--- src/rtl/lsu_mem_bridge.sv ---
// rtl/lsu_mem_bridge.sv - load/store unit bridging the core data port to a variable-latency word memory
module lsu_mem_bridge #(
   parameter int ADDR_WIDTH = 32,
   parameter int DATA_WIDTH = 32,
   parameter int TIMEOUT    = 16
) (
   input  logic                  clock,
   input  logic                  rstn,
   input  logic                  req_read,
   input  logic                  req_write,
   input  logic [2:0]            funct3,
   input  logic [ADDR_WIDTH-1:0] addr,
   input  logic [DATA_WIDTH-1:0] wdata,
   output logic [DATA_WIDTH-1:0] rdata,
   output logic                  stall,
   output logic                  misaligned,
   output logic                  bus_error,
   output logic                  mem_req,
   output logic                  mem_we,
   output logic [ADDR_WIDTH-3:0] mem_addr,
   output logic [3:0]            mem_be,
   output logic [DATA_WIDTH-1:0] mem_wdata,
   input  logic                  mem_ready,
   input  logic [DATA_WIDTH-1:0] mem_rdata
);

   localparam logic [1:0] S_IDLE = 2'd0;
   localparam logic [1:0] S_WAIT = 2'd1;
   localparam logic [1:0] S_DONE = 2'd2;
   localparam int CW = $clog2(TIMEOUT + 1);
   localparam logic [CW-1:0] CNT_LAST = CW'(TIMEOUT - 1);

   logic [1:0]            state_q, state_d;
   logic [CW-1:0]         cnt_q, cnt_d;
   logic [DATA_WIDTH-1:0] rdata_q, rdata_d;
   logic                  req_q, req_d;
   logic                  we_q, we_d;
   logic [ADDR_WIDTH-3:0] addr_q, addr_d;
   logic [3:0]            be_q, be_d;
   logic [DATA_WIDTH-1:0] wdata_q, wdata_d;
   logic [2:0]            f3_q, f3_d;
   logic [1:0]            off_q, off_d;
   logic                  mis_q, mis_d;
   logic                  berr_q, berr_d;

   logic                  req_any, f3_ok, align_ok, legal;
   logic [3:0]            be_nx;
   logic [DATA_WIDTH-1:0] wd_nx;
   logic [7:0]            ld_byte;
   logic [15:0]           ld_half;
   logic [DATA_WIDTH-1:0] load_ext;

   assign req_any = req_read | req_write;

   // A store wins over a simultaneous load, so decode treats req_write as the access type.
   always_comb begin
      f3_ok = 1'b0;
      case (funct3)
         3'b000, 3'b001, 3'b010: f3_ok = 1'b1;
         3'b100, 3'b101:         f3_ok = ~req_write;
         default:                f3_ok = 1'b0;
      endcase
      align_ok = 1'b1;
      case (funct3[1:0])
         2'b01:   align_ok = ~addr[0];
         2'b10:   align_ok = (addr[1:0] == 2'b00);
         default: align_ok = 1'b1;
      endcase
      legal = f3_ok & align_ok;
   end

   always_comb begin
      be_nx = 4'b1111;
      wd_nx = '0;
      if (req_write) begin
         case (funct3[1:0])
            2'b00: begin
               be_nx = 4'b0001 << addr[1:0];
               wd_nx = {4{wdata[7:0]}};
            end
            2'b01: begin
               be_nx = addr[1] ? 4'b1100 : 4'b0011;
               wd_nx = {2{wdata[15:0]}};
            end
            default: begin
               be_nx = 4'b1111;
               wd_nx = wdata;
            end
         endcase
      end
   end

   always_comb begin
      ld_byte = mem_rdata[{off_q, 3'b000} +: 8];
      ld_half = off_q[1] ? mem_rdata[31:16] : mem_rdata[15:0];
      case (f3_q)
         3'b000:  load_ext = {{24{ld_byte[7]}}, ld_byte};
         3'b001:  load_ext = {{16{ld_half[15]}}, ld_half};
         3'b100:  load_ext = {24'b0, ld_byte};
         3'b101:  load_ext = {16'b0, ld_half};
         default: load_ext = mem_rdata;
      endcase
   end

   always_comb begin
      state_d = state_q;
      cnt_d   = cnt_q;
      rdata_d = rdata_q;
      req_d   = req_q;
      we_d    = we_q;
      addr_d  = addr_q;
      be_d    = be_q;
      wdata_d = wdata_q;
      f3_d    = f3_q;
      off_d   = off_q;
      mis_d   = 1'b0;
      berr_d  = 1'b0;
      case (state_q)
         S_IDLE: begin
            if (req_any) begin
               if (legal) begin
                  req_d   = 1'b1;
                  we_d    = req_write;
                  addr_d  = addr[ADDR_WIDTH-1:2];
                  be_d    = be_nx;
                  wdata_d = wd_nx;
                  f3_d    = funct3;
                  off_d   = addr[1:0];
                  cnt_d   = '0;
                  state_d = S_WAIT;
               end else begin
                  mis_d = 1'b1;
               end
            end
         end
         S_WAIT: begin
            if (mem_ready) begin
               req_d   = 1'b0;
               cnt_d   = '0;
               state_d = S_DONE;
               if (!we_q) rdata_d = load_ext;
            end else if (cnt_q == CNT_LAST) begin
               req_d   = 1'b0;
               cnt_d   = '0;
               berr_d  = 1'b1;
               rdata_d = '0;
               state_d = S_DONE;
            end else begin
               cnt_d = cnt_q + 1'b1;
            end
         end
         // The request still held by the core here belongs to the committing instruction.
         S_DONE:  state_d = S_IDLE;
         default: state_d = S_IDLE;
      endcase
   end

   always_ff @(posedge clock or negedge rstn) begin
      if (!rstn) begin
         state_q <= S_IDLE;
         cnt_q   <= '0;
         rdata_q <= '0;
         req_q   <= 1'b0;
         we_q    <= 1'b0;
         addr_q  <= '0;
         be_q    <= '0;
         wdata_q <= '0;
         f3_q    <= '0;
         off_q   <= '0;
         mis_q   <= 1'b0;
         berr_q  <= 1'b0;
      end else begin
         state_q <= state_d;
         cnt_q   <= cnt_d;
         rdata_q <= rdata_d;
         req_q   <= req_d;
         we_q    <= we_d;
         addr_q  <= addr_d;
         be_q    <= be_d;
         wdata_q <= wdata_d;
         f3_q    <= f3_d;
         off_q   <= off_d;
         mis_q   <= mis_d;
         berr_q  <= berr_d;
      end
   end

   assign stall      = rstn & (((state_q == S_IDLE) & req_any & legal) | (state_q == S_WAIT));
   assign rdata      = rdata_q;
   assign misaligned = mis_q;
   assign bus_error  = berr_q;
   assign mem_req    = req_q;
   assign mem_we     = we_q;
   assign mem_addr   = addr_q;
   assign mem_be     = be_q;
   assign mem_wdata  = wdata_q;

endmodule
--- config.mk ---
export PLATFORM = sky130hd
export DESIGN_NAME = lsu_mem_bridge
export DESIGN_NICKNAME = d
export VERILOG_FILES = /design/src/rtl/lsu_mem_bridge.sv
export SDC_FILE = /design/constraint.sdc
export NUM_CORES = 1
export LEC_CHECK = 0
export ABC_AREA = 1
export CAP_MARGIN = 5
export CORE_ASPECT_RATIO = 1.1
export CORE_MARGIN = 2
export CORE_UTILIZATION = 36
export CTS_CLUSTER_SIZE = 10
export DETAILED_ROUTE_END_ITERATION = 8
export PLACE_DENSITY = 0.69
export SLEW_MARGIN = 20
export SYNTH_ARGS = -nofsm -noshare
export SYNTH_HDL_FRONTEND = slang
export SYNTH_SLANG_ARGS = --single-unit
--- constraint.sdc ---
create_clock -name clock -period 1.7 [get_ports clock]
set_clock_uncertainty 0.05 [all_clocks]
set_input_delay 0.34 -clock clock [delete_from_list [all_inputs] [get_ports clock]]
set_output_delay 0.34 -clock clock [all_outputs]
set_load 0.02 [all_outputs]
==> After elaboration in Yosys (flattened, before gate mapping) <==
Index checks and enable logic that the tools add are counted.
W data, S select, Z words.
{ "word_totals": {"reg_bits": 114, "in_bits": 104, "output_inout_bits": 103, "word_cells": 85} }
{ "classes": {"add_sub_neg": 1, "eq_ne": 15, "n_shift": 2, "mux": 33, "bitwise_logic": 8, "n_reduce_logical": 14} }
{ "ops": {"columns": ["op", "n"], "rows": [
  ["$mux W32", 4],
  ["$pmux W32 S4", 1],
  ["$pmux W32 S2", 1],
  ["$shiftx A32 B6 Y8", 1],
  ["$mux W5", 4],
  ["$mux W16", 1],
  ["$eq A3 B3 Y1 const B", 4],
  ["$reduce_and A3 Y1", 4],
  ["$mux W1", 10],
  ["$pmux W5 S2", 1],
  ["$mux W2", 4],
  ["$mux W4", 2],
  ["$pmux W4 S2", 1],
  ["$eq A3 B1 Y1 const B", 2],
  ["$logic_not A2 Y1", 3],
  ["$logic_not A3 Y1", 2],
  ["$ne A2 B2 Y1 const B", 3],
  ["$pmux W1 S2", 3],
  ["$add A5 B1 Y5 const B", 1],
  ["$eq A5 B4 Y1 const B", 1],
  ["$and A1 B1 Y1", 4],
  ["$eq A2 B1 Y1 const B", 2],
  ["$pmux W2 S2", 1],
  ["$reduce_and A4 Y1", 1],
  ["9 further kinds", 12]
]} }

==> Longest topological paths before layout <==
Gate-level depths: netlist of the first run.
{ "logic_depth": {"depth_word": 7, "mapped_depth": 11, "ltp_nobuf": 10} }

==> Worst setup path before layout of the first run <==
Ideal clock, no wire load.
{ "synth_timing": {"kind": "input to output", "start": "input port funct3[1]", "end": "output port stall", "arrival_ps": 1844, "required_time_ps": 1310, "path_slack_ps": -534, "path_stages": 8, "n_path_buf": 2, "cell_sequence": "inv_1 ha_1 buf_6 inv_2 a31oi_4 nand3_4 buf_6 a21boi_0"} }
{ "synth_between": {"elab_chain_cells": 7, "elab_cells_between_ends": 15, "classes_between": "eq/ne (6); mux (2); bitwise (4); reduce/logical (3)"} }
{ "synth_rtl": {"columns": ["element", "line_no", "source"], "rows": [
  ["start, declared", "11", "input logic [2:0] funct3,"],
  ["$eq A3 B1 Y1, or another cell as far along", "58", "case (funct3)"],
  ["$reduce_or A3 Y1 or $reduce_or A2 Y1 (tied branches)", "58", null],
  ["$pmux W1 S2", "58", null],
  ["$and A1 B1 Y1 (*)", "69", "legal = f3_ok & align_ok;"],
  ["$and A1 B1 Y1 (*)", "188", "assign stall = rstn & (((state_q == S_IDLE) & req_any & legal) | (state_q == S_WAIT));"],
  ["$or A1 B1 Y1 (*)", "188", null],
  ["$and A1 B1 Y1 (*)", "188", null],
  ["end, declared", "15", "output logic stall,"]
]} }
Every way passes the cells marked *; elsewhere a longest branch is shown, timed or not.

==> Worst setup path in the final report of the first run <==
{ "layout_timing": {"start": "input port funct3[2]", "end": "output port stall"} }
{ "layout_between": {"elab_chain_cells": 7, "elab_cells_between_ends": 12, "classes_between": "eq/ne (4); mux (1); bitwise (4); reduce/logical (3)"} }
{ "layout_rtl": {"columns": ["element", "line_no"], "rows": [
  ["$eq A3 B1 Y1, or another cell as far along", "58"],
  ["$reduce_or A3 Y1 or $reduce_or A2 Y1 (tied branches)", "58"],
  ["$pmux W1 S2 (*)", "58"],
  ["$and A1 B1 Y1 (*)", "69"],
  ["$and A1 B1 Y1 (*)", "188"],
  ["$or A1 B1 Y1 (*)", "188"],
  ["$and A1 B1 Y1 (*)", "188"]
]} }
Marks and branches as above.

==> results of run 1 <==
-- synthesized netlist by cell type, types with 2 or more instances --
cell and number:
buf_6 5, nand2_1 339, clkbuf_1 19, clkinv_1 2, o2111ai_1 4, buf_4 2, buf_2 14, o211ai_1 10
nand4_1 3, ha_1 4, nand3_1 38, nor2_1 36, o21ai_0 72, dfrtp_1 114, a21oi_1 13, nand2_2 11
or2_2 2, nor3_1 4, inv_1 48, inv_2 2
-- what timing repair did --
action	CTS	global route
buffers inserted	0	5
pin swaps	5	2
setup endpoints to repair	182	107
endpoints found under the hold margin	0	0
resized for setup	130	6
-- logic make-up after synthesis --
kind of cell | count (synthesis)
AOI/OAI and AO/OA | 102
xor gates and xnor gates | 1
adders and majority gates | 4
buffers and inverters | 94
DFF | 114
and+or+nand+nor | 437
-- worst max-delay path, delay by kind of cell --
| family | cells | cell delay (ns) |
|---|---|---|
| compound gates | 2 | 0.35 |
| buf+inv | 2 | 0.56 |
| simple gates | 3 | 0.27 |
-- registers in the layout, summed over array words and instances (netlist names) --
register	cells
mem_addr	30
misaligned	1
state_q	2
mem_wdata	32
cnt_q	5
mem_we	1
rdata	32
bus_error	1
off_q	2
mem_be	4
mem_req	1
f3_q	3
-- area by class of cell --
class	instances	area share, %
Sequential cell	114	32.2
Multi-Input combinational cell	544	27.9
Timing Repair Buffer	260	27.5
Clock buffer	24	5.66
Tap cell	200	2.82
Inverter	52	2.26
Clock inverter	8	1.66
Antenna cell	2	0.0564
-- where the power goes --
part | internal, µW | switching, µW | leakage [µW]
Sequential | 3830 | 676 | 0.00145
Combinational | 2480 | 3690 | 0.00293
Clock | 2650 | 1250 | 0.000309
-- worst paths after layout --
check | start | end | slack (ns) | cells past startpoint
max | funct3[2] | stall | -0.21 | 7
min | rstn | off_q[1] | 0.009 | 2
max reg2reg | state_q[0] | mem_wdata[13] | 0.01 | 8
min reg2reg | mem_addr[2] | mem_addr[2] | 0.42 | 2
max in group asynchronous | rstn | mem_addr[11] | 1.17 | 2
min in group clock | funct3[0] | f3_q[0] | 0.32 | 4
-- metrics by stage --
step	std cells	setup TNS, ns
6_report	1204	-0.311
3_5_place_dp	1165	-88.46
4_1_cts	1197	-0.311
3_3_place_gp	1165	-83.14
2_1_floorplan	752	-0.230
5_1_grt	1203	-6.81
-- routing by layer --
metal  up-vias  share of wire [%]
li1       2851                  -
met1      2611                 41
met2       214                 48
met3        25                9.1
met4         2                1.7
met5         -              0.075
-- cells in the final DEF, fill, tap and decap left out, types with 2 or more instances in the layout --
master	synthesis	final
bufinv_16	0	4
buf_4	2	44
inv_2	2	4
nor2_1	36	36
clkbuf_16	0	17
or2_2	2	2
ha_4	0	2
o2111ai_1	4	4
o21ai_0	72	72
buf_12	0	8
clkbuf_1	19	2
o211ai_1	10	10
ha_1	4	2
nand4_1	3	3
clkdlybuf4s50_1	0	96
clkinvlp_4	0	4
inv_1	48	45
buf_6	5	3
dfrtp_1	114	114
nand2_1	339	333
diode_2	0	2
a21oi_1	13	12
clkinv_2	0	2
nor3_1	4	2
dlygate4sd2_1	0	106
nand2_2	11	17
clkbuf_8	0	5
nand3_1	38	38
==> results_dict.tcl, run 1 <==
set metrics [dict create \
    muxShareOfSynthArea_pct 0 \
    hold_slack_ns 0.00932 \
    synthSimpleGateAreaFrac_pct 31.2 \
    rows 48 \
    ant_nets 0 \
    pin_count 207 \
    cts_htree_levels 4 \
    viasPerCell 4.74 \
    cp_slowest_cell "clkdlybuf4s50_1" \
    cellPowerDensity_mw_per_mm2 1640 \
    violations "negative setup slack" \
    synth-compound-area-share_pct 10.0 \
    gr-usage-met2_pct 33.7 \
    ys_types 30 \
    synth_enable_flop_cells 0 \
    wire_per_inst_um 14.5 \
    slowest_delay_ns 0.43 \
    wl_mm 17.4 \
    synthArstFlopShare_pct 100 \
    layout-drive-gt1-share_pct 12.3 \
    die_w_um 124 \
    hold_violations 0 \
    antenna_found_initial 3 \
    synth_top_family_by_area "simple AND/OR/NAND/NOR gates" \
    post-route-drc-count 0 \
    clkLatencyLatePin_ns 0.41 \
    multiInputGateArea_mm2 0.00247 \
    syn_inst 752 \
    grt_usage_pct 21.1 \
    fin_ws_ns -0.214 \
    min_period_over_period_pct 113 \
    finalSetupViolations 13 \
    postPlaceCellArea_mm2 0.00827 \
    yosys.area.top_type_share_pct 50.2 \
    ir_drop_mv 0.658 \
    fmax_mhz 523 \
    first_pass_iters 5 \
    rsz0062_at_grt "yes" \
    grt_max_degree 115 \
    clk_pin_slew_ns 0.05 \
    busiest_layer "met2" \
    yosysSeqAreaShare_pct 50.2 \
    nets 1097 \
    routabilityCongestion 0.852 \
    pre_cts_slack_ns -1.27 \
    worst_setup_path_start_kind "primary input" \
    avgSynthCellArea_um2 7.55 \
    portBuffers 206 \
    fin_area_mm2 0.00887 \
    crit_fanout 2 \
    fill_cells 1479 \
    hold_buffers 0 \
    syn_nets 860 \
    critical_path_class "in2out" \
    overflow 0 \
    yosysTopAreaCell "dfrtp_1" \
    synthAdderAreaFrac_pct 0.881 \
    synth_flop_cell "dfrtp_1" \
    grtUsageMet1_pct 26.3 \
    crit_path_end_kind "output pin" \
    p_leak_uw 0.00470 \
    cts_sinks 114 \
    slew_headroom_pct 59.7 \
    tritoncts "built" \
    synth_area_mm2 0.00568 \
    fin_util_pct 57.0 \
    gr-usage-met3_pct 8.04 \
    grt_pass1_wl_mm 27.2 \
    status "complete, but fails checks" \
    fp.dieH_um 136 \
    regArea_mm2 0.00285 \
    required_ns 1.31 \
    cts_buffers 17 \
    grt_pass1_vias 5390 \
    hpwl_mm 12.3 \
    cts_root_buffer "clkbuf_16" \
    vias 5703 \
    total_power_uw 14600 \
    yosysWarnings 0 \
    hold_class "in2async" \
    cts_buffer_depth 2 \
    maxCapViolCount 0 \
    crit_chain "clkdlybuf4s50_1, nand2_1, nand2_2, a31oi_4, nand3_4, a21boi_4, buf_6" \
    synth-seq-cells 114 \
    fp.coreArea_mm2 0.0156 \
    initial_core_util_pct 36.5 \
    drt_iter0_drc 471 \
    area.growth.synth_to_final_pct 56.1 \
    synthTopCellsByArea "dfrtp_1 (50%), nand2_1 (22%), o21ai_0 (6.3%)" \
    synth_xor_area_share_pct 0.154 \
    maxSlewViolCount 0 \
    die-area_mm2 0.0168 \
    fin_crit_ns 1.91 \
    tightest_slew_ns 0.604 \
    arrival_ns 1.52 \
]
Note: power is estimated with default switching activity, not from simulation.
==> inputs of run 2 (changes only) <==
--- a/config.mk
+++ b/config.mk
@@ -12,7 +12,8 @@
 export CORE_UTILIZATION = 36
 export CTS_CLUSTER_SIZE = 10
 export DETAILED_ROUTE_END_ITERATION = 8
-export PLACE_DENSITY = 0.69
+export PLACE_DENSITY = 0.67
+export SKIP_CTS_REPAIR_TIMING = 1
 export SLEW_MARGIN = 20
 export SYNTH_ARGS = -nofsm -noshare
 export SYNTH_HDL_FRONTEND = slang
==> constraint.sdc (replaced) <==
create_clock -name clock -period 2.4 [get_ports clock]
set_clock_uncertainty 0.05 [all_clocks]
set_input_delay 0.48 -clock clock [delete_from_list [all_inputs] [get_ports clock]]
set_output_delay 0.48 -clock clock [all_outputs]
set_load 0.02 [all_outputs]
==> run 2 against run 1 <==
Net effect:
- the flow now finishes without violations
- setup slack better by 0.31 ns
- via count shrank 1.4%
- design area fell by 1.9%
- global-route usage hardly changed
- register-to-register slack improved by 0.48 ns
- wire length fell by 1.1%
- combinational power shrank 25%
- clock power shrank 33%
- final cell count down 1.7%
- critical endpoint unchanged
- largest power group unchanged
==> results_dict.tcl, run 2 (same netlist as run 1, synthesis figures left out) <==
set metrics [dict create \
    area.growth.synth_to_final_pct 53.2 \
    fin_crit_ns 2.30 \
    cellPowerDensity_mw_per_mm2 1210 \
    die_w_um 124 \
    cts_sinks 114 \
    hold_slack_ns 0.0916 \
    first_pass_iters 5 \
    arrival_ns 1.77 \
    grt_pass1_wl_mm 27.2 \
    critPathBufInv 3 \
    cts_buffers 17 \
    total_power_uw 10500 \
    cts_htree_levels 4 \
    nets 1078 \
    pin_count 207 \
    setup_tns_ns 0 \
    final_cells 1183 \
    crit_family "buffers and inverters" \
    layout-drive-gt1-share_pct 9.26 \
    fin_util_pct 55.9 \
    cts_buffer_depth 2 \
    rows 48 \
    grt_max_degree 115 \
    fp.coreArea_mm2 0.0156 \
    critical_path_class "in2out" \
    overflow 0 \
    vias 5624 \
    layout.cells.most_common_list "nand2_1 (338), clkdlybuf4s50_1 (202), dfrtp_1 (114), o21ai_0 (72), inv_1 (48)" \
    crit_path_end_kind "output pin" \
    fmax_mhz 434 \
    initial_core_util_pct 36.5 \
    tritoncts "built" \
    r2r_slack_ns 0.49 \
    p_leak_uw 0.00429 \
    status "finished, final reports clean" \
    crit_chain "dlymetal6s2s_1, inv_1, ha_1, nand2_1, nand2_2, a31oi_4, nand3_4, a21boi_2, buf_4" \
    wl_mm 17.2 \
    wire_per_inst_um 14.6 \
    reg2reg_depth 8 \
    crit_fanout 3 \
    grt_pass1_vias 5355 \
    slew_headroom_pct 56.3 \
    slowest_delay_ns 0.32 \
    num_antenna_cells 0 \
    reg2reg_to "rdata[26]" \
    dp_cells 1151 \
    clk_pin_slew_ns 0.05 \
    antenna_found_initial 0 \
    hpwl_mm 12.2 \
    cp_slowest_cell "ha_1" \
    worst_setup_path_start_kind "primary input" \
    fp.dieH_um 136 \
    grt_usage_pct 21.1 \
    maxSlewViolCount 0 \
    maxCapViolCount 0 \
    min_period_over_period_pct 95.9 \
    routabilityCongestion 0.823 \
    portBuffers 206 \
    hold_violations 0 \
    drt_iter0_drc 359 \
    post-route-drc-count 0 \
    r2r_start "off_q[1]" \
    tightest_slew_ns 0.655 \
    clkLatencyLatePin_ns 0.42 \
    cts_root_buffer "clkbuf_16" \
    ant_nets 0 \
    rsz0062_at_grt "no" \
    ir_drop_mv 0.492 \
    required_ns 1.87 \
    die-area_mm2 0.0168 \
    viasPerCell 4.75 \
    final_common_cell "nand2_1" \
    hold_class "in2async" \
    finalSetupViolations 0 \
]
## run 2: cell types whose count changed in the layout (fill, tap and decap cells not counted), moves of 3 or more
| cell | change |
|---|---|
| inv_1 | +3 |
| clkbuf_8 | -3 |
| nand2_1 | +5 |
| buf_4 | -12 |
| nand2_2 | -5 |
| buf_12 | -4 |
| dlygate4sd2_1 | -106 |
| clkdlybuf4s50_1 | +106 |
## run 2: layer usage
metal / track usage (%) / wire (µm) / vias up
li1: - / - / 2806
met1: 26.9 / 7390 / 2622
met2: 33.2 / 8180 / 174
met3: 7.74 / 1410 / 22
met4: 6.76 / 278 / 0
met5: 0 / 0 / -
## run 2: where the power goes
| group | total (µW) | switching, µW | leakage, µW | internal (µW) |
|---|---|---|---|---|
| Clock | 2620 | 932 | 0.000295 | 1680 |
| Sequential | 3230 | 520 | 0.00145 | 2710 |
| Combinational | 4640 | 2540 | 0.00254 | 2100 |
## run 2: final cells by class
class	instances	area (µm²)
fillers	1439	6850
inverters	52	195
clock buffers	19	453
well taps	200	250
multi-input cells	544	2410
flip-flops and latches	114	2850
clock inverters	13	159
repair buffers	241	2380
## run 2: worst max-delay path by stage
stage | start | end | slack [ns] | depth (start not counted)
6_report | funct3[1] | stall | 0.1 | 9
5_1_grt | funct3[1] | stall | 0.04 | 9
4_1_cts | funct3[1] | stall | -0.76 | 9
3_5_place_dp | funct3[1] | stall | -0.73 | 9
3_3_place_gp | funct3[1] | stall | -0.70 | 9
2_1_floorplan | funct3[1] | stall | 0.05 | 8
## run 2: worst register-to-register path: cells and delay by family (launching register included)
family        cells  cell delay [ns]
flops             1             0.54
simple gates      7             0.92
buf+inv           1             0.29
## run 2: metrics by stage
stage	area, µm²	worst slack (ns)
after global routing	8700	0.0410
after detailed placement	8080	-0.726
after CTS	8690	-0.757
after floorplan	5680	0.0480
final	8700	0.0976
after global placement	8080	-0.701
